<file path="src/rtl/chnl_tx_arbiter.sv">
// Round-robin arbiter that multiplexes several requesters onto one RIFFA-style TX channel.
// Each granted requester owns the channel for one whole transaction (START, DATA, DONE).
module chnl_tx_arbiter #(
  parameter int C_PCI_DATA_WIDTH = 128,
  parameter int C_NUM_REQ        = 4
) (
  input  logic                                  CLK,
  input  logic                                  RST,
  input  logic [C_NUM_REQ-1:0]                  REQ,
  input  logic [32*C_NUM_REQ-1:0]               REQ_LEN,
  input  logic [C_PCI_DATA_WIDTH*C_NUM_REQ-1:0] REQ_DATA,
  input  logic [C_NUM_REQ-1:0]                  REQ_DATA_VALID,
  output logic [C_NUM_REQ-1:0]                  REQ_DATA_REN,
  output logic [C_NUM_REQ-1:0]                  GNT,
  output logic [C_NUM_REQ-1:0]                  REQ_DONE,
  output logic                                  CHNL_TX_CLK,
  output logic                                  CHNL_TX,
  input  logic                                  CHNL_TX_ACK,
  output logic                                  CHNL_TX_LAST,
  output logic [31:0]                           CHNL_TX_LEN,
  output logic [30:0]                           CHNL_TX_OFF,
  output logic [C_PCI_DATA_WIDTH-1:0]           CHNL_TX_DATA,
  output logic                                  CHNL_TX_DATA_VALID,
  input  logic                                  CHNL_TX_DATA_REN
);

  localparam int             IW         = (C_NUM_REQ > 1) ? $clog2(C_NUM_REQ) : 1;
  localparam logic [32:0]    BEAT_WORDS = 33'(C_PCI_DATA_WIDTH / 32);
  localparam logic [IW-1:0]  LAST_IDX   = IW'(C_NUM_REQ - 1);

  typedef enum logic [1:0] {
    IDLE  = 2'd0,
    START = 2'd1,
    DATA  = 2'd2,
    DONE  = 2'd3
  } state_t;

  state_t                 state_r;
  logic [IW-1:0]          sel_r;
  logic [IW-1:0]          last_winner_r;
  logic [31:0]            len_r;
  logic [32:0]            count_r;
  logic [C_NUM_REQ-1:0]   gnt_r;
  logic [C_NUM_REQ-1:0]   done_r;
  logic                   tx_r;

  logic [IW-1:0]          winner_s;
  logic                   win_found_s;
  logic [C_NUM_REQ-1:0]   win_onehot_s;
  logic [C_NUM_REQ-1:0]   sel_onehot_s;
  logic                   valid_s;
  logic                   beat_s;
  logic [32:0]            count_next_s;
  logic                   last_beat_s;

  // Round-robin search: descending loop so the smallest offset from last_winner wins.
  always_comb begin
    logic [IW:0] cand;
    cand        = {(IW+1){1'b0}};
    winner_s    = last_winner_r;
    win_found_s = 1'b0;
    for (int k = C_NUM_REQ; k >= 1; k--) begin
      cand = {1'b0, last_winner_r} + (IW+1)'(k);
      if (cand >= (IW+1)'(C_NUM_REQ)) begin
        cand = cand - (IW+1)'(C_NUM_REQ);
      end else begin
        cand = cand;
      end
      if (REQ[cand[IW-1:0]]) begin
        winner_s    = cand[IW-1:0];
        win_found_s = 1'b1;
      end else begin
        win_found_s = win_found_s;
      end
    end
  end

  // One-hot decodes of the arbitration winner and the latched owner.
  always_comb begin
    win_onehot_s = {C_NUM_REQ{1'b0}};
    sel_onehot_s = {C_NUM_REQ{1'b0}};
    for (int i = 0; i < C_NUM_REQ; i++) begin
      win_onehot_s[i] = (winner_s == IW'(i));
      sel_onehot_s[i] = (sel_r == IW'(i));
    end
  end

  assign valid_s      = (state_r == DATA) && REQ_DATA_VALID[sel_r];
  assign beat_s       = valid_s && CHNL_TX_DATA_REN;
  // Counter runs at 33 bits so a length near 2^32 cannot wrap before the compare.
  assign count_next_s = count_r + BEAT_WORDS;
  assign last_beat_s  = (count_next_s >= {1'b0, len_r});

  // Transaction FSM with registered grant, channel-active and done outputs.
  always_ff @(posedge CLK) begin
    if (RST) begin
      state_r       <= IDLE;
      sel_r         <= {IW{1'b0}};
      last_winner_r <= LAST_IDX;
      len_r         <= 32'd0;
      count_r       <= 33'd0;
      gnt_r         <= {C_NUM_REQ{1'b0}};
      done_r        <= {C_NUM_REQ{1'b0}};
      tx_r          <= 1'b0;
    end else begin
      done_r <= {C_NUM_REQ{1'b0}};
      case (state_r)
        IDLE: begin
          if (win_found_s) begin
            sel_r   <= winner_s;
            len_r   <= REQ_LEN[32*winner_s +: 32];
            gnt_r   <= win_onehot_s;
            tx_r    <= 1'b1;
            state_r <= START;
          end
        end
        START: begin
          if (CHNL_TX_ACK) begin
            count_r <= 33'd0;
            if (len_r != 32'd0) begin
              state_r <= DATA;
            end else begin
              state_r <= DONE;
              tx_r    <= 1'b0;
              gnt_r   <= {C_NUM_REQ{1'b0}};
              done_r  <= sel_onehot_s;
            end
          end
        end
        DATA: begin
          if (beat_s) begin
            count_r <= count_next_s;
            if (last_beat_s) begin
              state_r <= DONE;
              tx_r    <= 1'b0;
              gnt_r   <= {C_NUM_REQ{1'b0}};
              done_r  <= sel_onehot_s;
            end
          end
        end
        DONE: begin
          last_winner_r <= sel_r;
          state_r       <= IDLE;
        end
        default: begin
          state_r <= IDLE;
          tx_r    <= 1'b0;
          gnt_r   <= {C_NUM_REQ{1'b0}};
        end
      endcase
    end
  end

  // Data-phase strobe goes back only to the owner, and only on real beats.
  always_comb begin
    if (beat_s) begin
      REQ_DATA_REN = sel_onehot_s;
    end else begin
      REQ_DATA_REN = {C_NUM_REQ{1'b0}};
    end
  end

  assign GNT                = gnt_r;
  assign REQ_DONE           = done_r;
  assign CHNL_TX_CLK        = CLK;
  assign CHNL_TX            = tx_r;
  assign CHNL_TX_LAST       = 1'b1;
  assign CHNL_TX_LEN        = len_r;
  assign CHNL_TX_OFF        = 31'd0;
  assign CHNL_TX_DATA       = REQ_DATA[C_PCI_DATA_WIDTH*sel_r +: C_PCI_DATA_WIDTH];
  assign CHNL_TX_DATA_VALID = valid_s;

endmodule

</file>
<file path="config.mk">
export PLATFORM = sky130hd
export DESIGN_NAME = chnl_tx_arbiter
export DESIGN_NICKNAME = d
export VERILOG_FILES = /design/src/rtl/chnl_tx_arbiter.sv
export SDC_FILE = /design/constraint.sdc
export NUM_CORES = 1
export LEC_CHECK = 0
export CAP_MARGIN = 20
export CORE_AREA = 2 2 335 337
export CTS_BUF_LIST = sky130_fd_sc_hd__clkbuf_4 sky130_fd_sc_hd__clkbuf_8
export DETAILED_ROUTE_END_ITERATION = 10
export DIE_AREA = 0 0 337 339
export HOLD_SLACK_MARGIN = 0.12
export SYNTH_ARGS = -nofsm -noshare
export SYNTH_HDL_FRONTEND = slang
export SYNTH_SLANG_ARGS = --single-unit
</file>
<file path="constraint.sdc">
create_clock -name CLK -period 5.1 [get_ports CLK]
set_input_delay 0.765 -clock CLK [delete_from_list [all_inputs] [get_ports CLK]]
set_output_delay 0.765 -clock CLK [all_outputs]
set_load 0.05 [all_outputs]
</file>
After elaboration in Yosys (flattened, before gate mapping)

Cells that the tools add are included.

RAM bits: 0
Bits in registers: 80
Word-level logic and storage cells: 104
Memories kept: 0
Latch bits: 0
ROM bits: 0

Eq/ne operators: 14
$lt $le $gt $ge: 10
Multiply operators: 0
$add $sub $neg: 9
Reductions and logical operators: 12
Bitwise operators: 0
Shifts and indexed selects: 2
Div/mod/pow operators: 0
Muxes and demuxes: 49

Operators by type and width:

| cell                                                       | number |
|---|---|
| indexed part select 512 x 10 -> 128 bit                    | 1 |
| indexed part select 128 x 8 -> 32 bit                      | 1 |
| 2-to-1 mux 33 bit                                          | 2 |
| one-hot mux 33 bit (2 select lines)                        | 1 |
| 2-to-1 mux 4 bit                                           | 10 |
| adder 33 x 3 -> 33 bit, second input constant              | 1 |
| >= comparator 33 x 32 -> 1 bit                             | 1 |
| nonzero test 32 bit                                        | 1 |
| 2-to-1 mux 2 bit                                           | 12 |
| less-than comparator 2 x 3 -> 1 bit, second input constant | 5 |
| 2-to-1 mux 1 bit                                           | 15 |
| == test 2 bit, second input constant                       | 6 |
| >= comparator 3 bit, second input constant                 | 4 |
| one-hot mux 4 bit (3 select lines)                         | 1 |
| binary-select mux 1 bit (select 2 bit)                     | 5 |
| != test 2 bit, second input constant                       | 5 |
| one-hot mux 2 bit (4 select lines)                         | 1 |
| one-hot mux 4 bit (2 select lines)                         | 1 |
| subtractor 2 x 1 -> 2 bit, second input constant           | 4 |
| adder 2 x 2 -> 3 bit, second input constant                | 2 |
| == test 2 x 1 -> 1 bit, second input constant              | 3 |
| logical NOT 2 bit                                          | 3 |
| AND reduction 6 bit                                        | 1 |
| AND reduction 4 bit                                        | 1 |
| other kinds (8)                                            | 9 |

Logic depth before layout (Yosys ltp)

Gate-level depths: netlist (run 1).

Word-level depth: 12
Mapped depth: 15
Depth with buffers taken out: 14

==> reports/results.txt, run 1 <==
Post-synth EDFFs - 0
reg2reg start - count_r[2]$_SDFFE_PP0P_
ratio of cells with drive above 1 in the final layout - 0.1084
FF+latch area - 1569 µm²
Worst Hold Slack - 489.6 ps
share of the synthesized area in the top cell type - 0.3322
CTS tree - done
DRT Pass-1 Iters - 5
sequential area share after synthesis - 0.1786
Post-synth top cells - 211 x nand2_1, 129 x mux4_2, 78 x dfxtp_1
Synth Flop Type - dfxtp_1
status - complete, no violations
first-pass GRT wire length - 139200 µm
clk_skew - 12.77 ps
GR Overflow Total - 0
fin util - 0.1732
final antenna-violating net count - 0
Die X - 337 µm
Placeable Area - 110400 µm²
IO Pins - 859
Fin. Hold Viols - 0
slowest CP cell - clkdlybuf4s50_1
CP Launch Type - clock port
Vias - 12380
vias in the first global route - 11660
Sw Share - 0.5685
Worst path max stage delay - 690 ps
Crit. End Element - output port
final std cells w/o fill - 3311
fin worst setup slack - 872.6 ps
Gate Count Post-Synth - 982
setup TNS - 0 ps
setup repair after global routing missed its margin - false
flop2flop setup slack - 920 ps
final setup fails - 0
cell repeated most along the worst path - clkbuf_8
Slew Limit Fails - 0
Worst Tran Pin Value - 933.3 ps
critical-path maximum fanout - 2
post-CTS resize count - 0
RePlAce Congestion - 1.031
Final #Nets - 2454
final WL - 115400 µm
Min-Delay Startpoint - GNT[2]$_SDFFE_PP0P_
period utilisation layout - 0.8289
Yosys cell types - 58
Tmin final - 4227 ps
drt initial violations - 842
antenna violations before repair - 181
setup bufs post-CTS - 0
GRT Total Usage - 0.1946
Detail Placement HPWL - 105600 µm
dpl cells - 3239
Mapped Area - 8745 µm²
Pint - 3.346 mW
clock power share - 0.075
Die Ht - 339 µm
Via density - 3.739
critical-path cell list - clkbuf_8 > clkbuf_8 > clkdlybuf4s50_1
HP Class - reg -> reg
#FFs+latches synth - 78
register share of total power - 0.135
top cells by area, synth - mux4_2 33%, dfxtp_1 18%, nand2_1 9.1%
Worst-path clk slew - 90 ps
post-DR wirelength/cell - 34.86 µm
# port buffers - 826
sw power - 4.408 mW
Multi-input gate area - 6670 µm²
Tot Pwr - 7.754 mW
Clk Latency, worst-skew pair - 490 ps
WP data arrival - 3460 ps
DRC Markers - 0
kind of critical path - clk -> out
fin area - 19110 µm²
Worst VDD drop - 0.3987 mV
Fill cells - 12400
Critical Path RT - 4340 ps
combinational cell fraction of total power - 0.790
synth-to-layout area growth - 118.6%
leakage - 6.519 nW
DP Worst Slack - 938.4 ps
Max Cap Violations - 0
yosys warns - 0
Post-Syn Area per Cell - 8.905 µm²
largest net degree at the start of global routing - 55
crit path launch - CLK
relative slew slack - 0.3754
PD cells - 405.6 nW/µm²
# rows - 122
Initial Util - 0.07923
FMAX - 239.1 MHz
asr flop ratio synth - 0
Cell Area, Placed - 18710 µm²
most frequent cell after synthesis - nand2_1
post-synth top area cell - mux4_2
die area - 114200 µm²
CTS Hold Bufs - 0
## flip-flops by register name, indices dropped and copies added, names as in the netlist
signal and count:
CHNL_TX 1, CHNL_TX_LEN 32, GNT 4, REQ_DONE 4, count_r 31, last_winner_r 2, sel_r 2, state_r 2
## path summary, 6_finish.rpt
path | endpoint | cells past startpoint
hold / removal | GNT[2]$_SDFFE_PP0P_ | 2
hold reg to reg | GNT[2]$_SDFFE_PP0P_ | 2
setup / recovery | CHNL_TX_CLK | 3
setup reg to reg | REQ_DONE[0]$_SDFF_PP0_ | 14
## power by group through the flow
stage               combinational [mW]  sequential, mW  clock [mW]
floorplan                         3.39            1.19      0.0423
global placement                  6.11            1.08      0.0452
detailed placement                6.13            1.07      0.0452
CTS                               6.15            1.06       0.605
global route                      6.44            1.07       0.635
finish                            6.13            1.05       0.580
## critical path: cells and delay by family
family	cells	cell delay, ps
buf+inv	3	920
## cells in the final DEF (no fill, tap or decap), types with 18 or more instances in the layout
cell type	Yosys	layout
nand2_1	211	211
nor2_1	47	46
o211ai_1	35	35
conb_1	2	32
dfxtp_1	78	76
nand3_1	49	49
inv_1	36	36
xnor2_1	20	20
ha_1	35	35
diode_2	0	51
nor3_1	18	18
clkdlybuf4s50_1	0	825
mux4_2	129	129
a21oi_1	59	59
## kinds of logic (layout without fill, tap and decap cells)
group / after synthesis / after routing / share of synthesized area
AO/OA/AOI/OAI: 159 / 159 / 0.1185
AND/OR/NAND/NOR: 403 / 403 / 0.2109
other: 2 / 83 / 0.0008588
XOR/XNOR: 28 / 28 / 0.02804
flip-flops: 78 / 78 / 0.1786
multiplexers: 133 / 133 / 0.3368
buffers and inverters: 144 / 904 / 0.07626
adder cells (fa/ha/maj): 35 / 35 / 0.05008
## metal layers
metal,global-route usage,part of all wire
met5,0,0.0015
met4,0.08101,0.038
met3,0.06144,0.092
met1,0.2057,0.35
met2,0.3526,0.52
## area by class of cell
type / instances / share of cell area
repair buffers: 848 / 0.4455
multi-input cells: 790 / 0.3490
well taps: 1488 / 0.09740
flip-flops and latches: 78 / 0.08208
clock buffers: 16 / 0.01067
inverters: 36 / 0.007069
diodes: 51 / 0.006677
clock inverters: 4 / 0.001636
Note: power is estimated with default switching activity, not from simulation.
==> run 2: changes to the inputs <==
==> constraint.sdc (replaced) <==
create_clock -name CLK -period 4.1 [get_ports CLK]
set_input_delay 0.615 -clock CLK [delete_from_list [all_inputs] [get_ports CLK]]
set_output_delay 0.615 -clock CLK [all_outputs]
set_load 0.05 [all_outputs]
==> run 2 against run 1 <==
Clock skew down 2.6 ps. Via count up 0.45%. Power up 25%. Critical endpoint is now REQ_DONE[2]$_SDFF_PP0_. Largest cell class unchanged. Largest power group unchanged.
==> reports/results.txt, run 2 (synthesized netlist as in run 1, its figures left out) <==
final setup fails - 0 (unchanged)
Worst VDD drop - 0.4018 mV (+0.77%)
max FFs per register - 32 (unchanged)
Clk Latency, worst-skew pair - 480 ps (about the same)
GR Overflow Total - 0 (unchanged)
critical-path cell list - ha_1 > nand2_1 > or4_1 > nor2_2 > nand2_1 > xnor2_1 > ha_1 > a211oi_1 > nor2_1 > a311o_1 > a2111oi_0 > nand3_1 > a32oi_4 > nor3_1
synth-to-layout area growth - 118.7% (about the same)
ratio of cells with drive above 1 in the final layout - 0.1137 (+0.005387)
final std cells w/o fill - 3297 (-0.42%)
post-DR wirelength/cell - 35.02 µm (+0.46%)
Worst Tran Pin Value - 1007 ps (+73.99 ps)
leakage - 6.539 nW (+0.31%)
first-pass GRT wire length - 139200 µm (about the same)
IO Pins - 859 (unchanged)
DRT Pass-1 Iters - 5 (unchanged)
Via density - 3.772 (+0.88%)
Critical Path RT - 4470 ps (+130 ps)
Tmin final - 3880 ps
CTS tree - done
DRC Markers - 0 (unchanged)
Tot Pwr - 9.678 mW (+25%)
Pint - 4.199 mW (+25%)
status - complete, no violations
Worst path max stage delay - 580 ps (-110 ps)
PD cells - 506.1 nW/µm² (+25%)
clock power share - 0.078 (+0.003)
sw power - 5.479 mW (+24%)
WP data arrival - 4250 ps (+790 ps)
flop2flop setup slack - 220 ps (-700 ps)
kind of critical path - reg -> reg
setup bufs post-CTS - 0 (unchanged)
DP Worst Slack - 183.7 ps (-754.7 ps)
Sw Share - 0.5662 (-0.002365)
Vias - 12440 (+0.45%)
final antenna-violating net count - 0 (unchanged)
most common cell after layout, fill and taps aside - clkdlybuf4s50_1
critical-path maximum fanout - 7 (+5)
register share of total power - 0.130 (-0.005)
antenna violations before repair - 189 (+4.4%)
Crit. End Element - register
Slew Limit Fails - 0 (unchanged)
most frequent cells in the layout - 822 x clkdlybuf4s50_1, 211 x nand2_1, 129 x mux4_2, 73 x dfxtp_1, 59 x a21oi_1
Fin. Hold Viols - 0 (unchanged)
Initial Util - 0.07923 (unchanged)
vias in the first global route - 11720 (+0.48%)
die area - 114200 µm² (unchanged)
Die Ht - 339 µm (unchanged)
CP Launch Type - register
# rows - 122 (unchanged)
FMAX - 257.7 MHz
Detail Placement HPWL - 105600 µm (about the same)
Placeable Area - 110400 µm² (unchanged)
RePlAce Congestion - 0.9920 (-3.8%)
Final #Nets - 2458 (+0.16%)
fin worst setup slack - 220.1 ps (-652.6 ps)
combinational cell fraction of total power - 0.791 (about the same)
Die X - 337 µm (unchanged)
clk_skew - 10.22 ps (-2.556 ps)
drt initial violations - 993 (+18%)
final WL - 115500 µm (about the same)
largest net degree at the start of global routing - 64 (+16%)
Max Cap Violations - 0 (unchanged)
slowest CP cell - or4_1
CTS Hold Bufs - 0 (unchanged)
Worst Hold Slack - 483.0 ps (-6.669 ps)
fin area - 19120 µm² (about the same)
HP Class - reg -> reg
# port buffers - 826 (unchanged)
relative slew slack - 0.3285 (-0.04697)
setup TNS - 0 ps (unchanged)
period utilisation layout - 0.9463
Worst-path clk slew - 90 ps (about the same)
dpl cells - 3245 (+0.19%)
fin util - 0.1733 (about the same)
Cell Area, Placed - 18760 µm² (+0.25%)
GRT Total Usage - 0.1940 (-0.0005994)
==> run 2: timing repair <==
item                                    CTS  global route
hold endpoints to repair                  0             0
endpoints found under the setup margin    0            10
gates resized for setup                   0             7
==> run 2: area by class of cell <==
cell class	instances	area, µm²
fill	12380	91240
timing repair buffer	852	8523
multi-input combinational	790	6689
tap	1488	1862
sequential	78	1573
clock buffer	14	188.9
inverter	36	135.1
antenna	33	82.58
clock inverter	6	67.56
==> run 2: critical path: cells and delay by family (launching register included) <==
kind | cells | cell delay [ps]
and+or+nand+nor | 7 | 1320
DFF | 1 | 430
adders and majority gates | 2 | 500
xor gates and xnor gates | 1 | 150
AOI/OAI and AO/OA | 4 | 1360
==> run 2: layer usage <==
metal  global-route usage  vias to the layer above  wire length, µm
li1                     -                     5243                -
met1               0.2074                     5950            41220
met2               0.3632                      899            60620
met3              0.05577                      317             9502
met4              0.05804                       28             3925
met5                    0                        -              182
==> run 2: worst paths after layout <==
path / from / to / depth (start not counted)
setup / recovery: count_r[2]$_SDFFE_PP0P_ / REQ_DONE[2]$_SDFF_PP0_ / 14
hold / removal: GNT[2]$_SDFFE_PP0P_ / GNT[2]$_SDFFE_PP0P_ / 2
setup reg to reg: count_r[2]$_SDFFE_PP0P_ / REQ_DONE[2]$_SDFF_PP0_ / 14
hold reg to reg: GNT[2]$_SDFFE_PP0P_ / GNT[2]$_SDFFE_PP0P_ / 2
==> run 2: power groups by stage <==
stage / clock [mW] / combinational (mW) / sequential, mW
floorplan: 0.0526 / 4.22 / 1.48
global placement: 0.0563 / 7.71 / 1.29
detailed placement: 0.0563 / 7.73 / 1.28
CTS: 0.777 / 7.75 / 1.27
global route: 0.811 / 8.06 / 1.28
finish: 0.758 / 7.66 / 1.26
==> run 3: changes to the inputs <==
--- a/config.mk
+++ b/config.mk
@@ -6,10 +6,10 @@
 export NUM_CORES = 1
 export LEC_CHECK = 0
 export CAP_MARGIN = 20
-export CORE_AREA = 2 2 335 337
+export CORE_AREA = 4 4 337 339
 export CTS_BUF_LIST = sky130_fd_sc_hd__clkbuf_4 sky130_fd_sc_hd__clkbuf_8
 export DETAILED_ROUTE_END_ITERATION = 10
-export DIE_AREA = 0 0 337 339
+export DIE_AREA = 0 0 341 343
 export HOLD_SLACK_MARGIN = 0.12
 export SYNTH_ARGS = -nofsm -noshare
 export SYNTH_HDL_FRONTEND = slang
==> run 3 against run 2 <==
Cell count increased by 0.64%. Via count decreased by 0.61%. Clock skew increased by 6.7 ps. Combinational power about the same. Worst setup slack improved by 28 ps. Clock-buffer cell count decreased by 1. Critical path depth increased by 1. Hold slack improved by 14 ps. Clock power about the same. Routed wire length decreased by 0.97%. Sequential cell count unchanged. Register-to-register slack improved by 30 ps.
==> reports/results.txt, run 3 (synthesized netlist as in run 1, its figures left out) <==
synth-to-layout area growth - 118.9%
CTS tree - done
CP Launch Type - register
# port buffers - 826 (unchanged)
die area - 117000 µm² (+2.4%)
RePlAce Congestion - 0.9741 (-1.8%)
max FFs per register - 32 (unchanged)
Fin. Hold Viols - 0 (unchanged)
WP data arrival - 4210 ps (-40 ps)
Multi-input gate area - 6683 µm² (about the same)
final std cells w/o fill - 3318 (+0.64%)
IO Pins - 859 (unchanged)
setup TNS - 0 ps (unchanged)
drt initial violations - 966 (-2.7%)
ratio of cells with drive above 1 in the final layout - 0.1117 (-0.002001)
Slew Limit Fails - 0 (unchanged)
Cell Area, Placed - 18730 µm² (-0.16%)
GRT Total Usage - 0.1855 (-0.008521)
relative slew slack - 0.3470 (+0.01850)
vias in the first global route - 11990 (+2.3%)
Final #Nets - 2454 (-0.16%)
CTS Hold Bufs - 0 (unchanged)
Worst Tran Pin Value - 976.5 ps (-30.82 ps)
final setup fails - 0 (unchanged)
final antenna-violating net count - 0 (unchanged)
Initial Util - 0.07923 (unchanged)
Placeable Area - 110400 µm² (unchanged)
Tmin final - 3852 ps (-28.09 ps)
FF+latch area - 1573 µm² (unchanged)
HP Class - reg -> reg
combinational cell fraction of total power - 0.788 (-0.003)
first-pass GRT wire length - 137900 µm (-0.94%)
FMAX - 259.6 MHz (+0.73%)
DP Worst Slack - 235.5 ps (+51.87 ps)
Max Cap Violations - 0 (unchanged)
GR Overflow Total - 0 (unchanged)
most frequent cells in the layout - 822 x clkdlybuf4s50_1, 211 x nand2_1, 129 x mux4_2, 73 x dfxtp_1, 59 x a21oi_1
DRC Markers - 0 (unchanged)
clock power share - 0.078 (about the same)
crit path launch - count_r[3]$_SDFFE_PP0P_
fin worst setup slack - 248.2 ps (+28.09 ps)
fin area - 19140 µm² (+0.12%)
Detail Placement HPWL - 105100 µm (-0.48%)
status - complete, no violations
Fill cells - 12350 (-0.29%)
Critical Path RT - 4460 ps (about the same)
PD cells - 506.3 nW/µm² (about the same)
final WL - 114300 µm (-0.97%)
Clk Latency, worst-skew pair - 490 ps (about the same)
kind of critical path - reg -> reg
Pint - 4.155 mW (-1.0%)
dpl cells - 3241 (-0.12%)
Die X - 341 µm (+1.2%)
register share of total power - 0.133 (+0.003)
# rows - 122 (unchanged)
critical-path maximum fanout - 5 (-2)
sw power - 5.538 mW (+1.1%)
antenna violations before repair - 178 (-5.8%)
period utilisation layout - 0.9395 (-0.006852)
Die Ht - 343 µm (+1.2%)
reg2reg start - count_r[3]$_SDFFE_PP0P_
Via density - 3.725 (-1.2%)
Sw Share - 0.5714 (+0.005205)
post-DR wirelength/cell - 34.46 µm (-1.6%)
Worst-path clk slew - 90 ps (about the same)
Worst VDD drop - 0.4614 mV (+15%)
leakage - 6.520 nW (-0.29%)
most common cell after layout, fill and taps aside - clkdlybuf4s50_1
largest net degree at the start of global routing - 74 (+16%)
Min-Delay Startpoint - GNT[0]$_SDFFE_PP0P_
DRT Pass-1 Iters - 5 (unchanged)
clk_skew - 16.93 ps (+6.707 ps)
Vias - 12360 (-0.61%)
Crit. End Element - register
-- run 3: through the flow --
stage | util | total power, mW | hold slack [ps]
final | 0.1735 | 9.693 | 496.6
after global routing | 0.1729 | 10.14 | 542.2
after CTS | 0.1719 | 9.804 | 501.0
after detailed placement | 0.1697 | 9.077 | 486.6
after global placement | 0.1697 | 9.057 | 471.1
after floorplan | - | 5.753 | 489.8
-- run 3: power groups by stage --
stage | clock (mW) | combinational [mW] | sequential [mW]
4_1_cts | 0.780 | 7.72 | 1.31
5_1_grt | 0.806 | 8.01 | 1.32
3_5_place_dp | 0.0563 | 7.70 | 1.32
2_1_floorplan | 0.0526 | 4.22 | 1.48
3_3_place_gp | 0.0563 | 7.67 | 1.33
6_report | 0.757 | 7.64 | 1.29
-- run 3: final timing paths --
check	end	slack, ps	cells after the start
worst max-delay path	REQ_DONE[3]$_SDFF_PP0_	250	15
worst min-delay path	GNT[0]$_SDFFE_PP0P_	500	2
worst max register to register	REQ_DONE[3]$_SDFF_PP0_	250	15
worst min register to register	GNT[0]$_SDFFE_PP0P_	500	2
-- run 3: what timing repair did --
item,CTS,global route
endpoints found under the setup margin,0,11
buffers inserted,0,0
gates resized for setup,0,7
-- run 3: final cells by class --
type | instances | share of cell area
diodes | 58 | 0.007582
inverters | 36 | 0.007059
multi-input cells | 790 | 0.3491
flip-flops and latches | 78 | 0.08216
clock buffers | 13 | 0.009150
well taps | 1488 | 0.09725
clock inverters | 7 | 0.004052
repair buffers | 848 | 0.4437
-- run 3: worst max-delay path, stage by stage, from the launching register on --
cell       delay (ps)
dfxtp_1           400
ha_1              200
nand2_1            70
or4_1             570
nor2_2            180
buf_4             140
nand2_1            80
xnor2_1           200
ha_1              280
nand4_1           150
nor4_1             70
a311o_1           370
a2111oi_1         390
nand3_1           190
a32oi_4           350
nor3_1             80
-- run 3: per-layer routing --
metal | vias up | share of wire | global-route usage
li1 | 5259 | - | -
met1 | 5920 | 0.36 | 0.2037
met2 | 871 | 0.51 | 0.3387
met3 | 299 | 0.074 | 0.03948
met4 | 12 | 0.056 | 0.09019
met5 | - | 0.00072 | 0
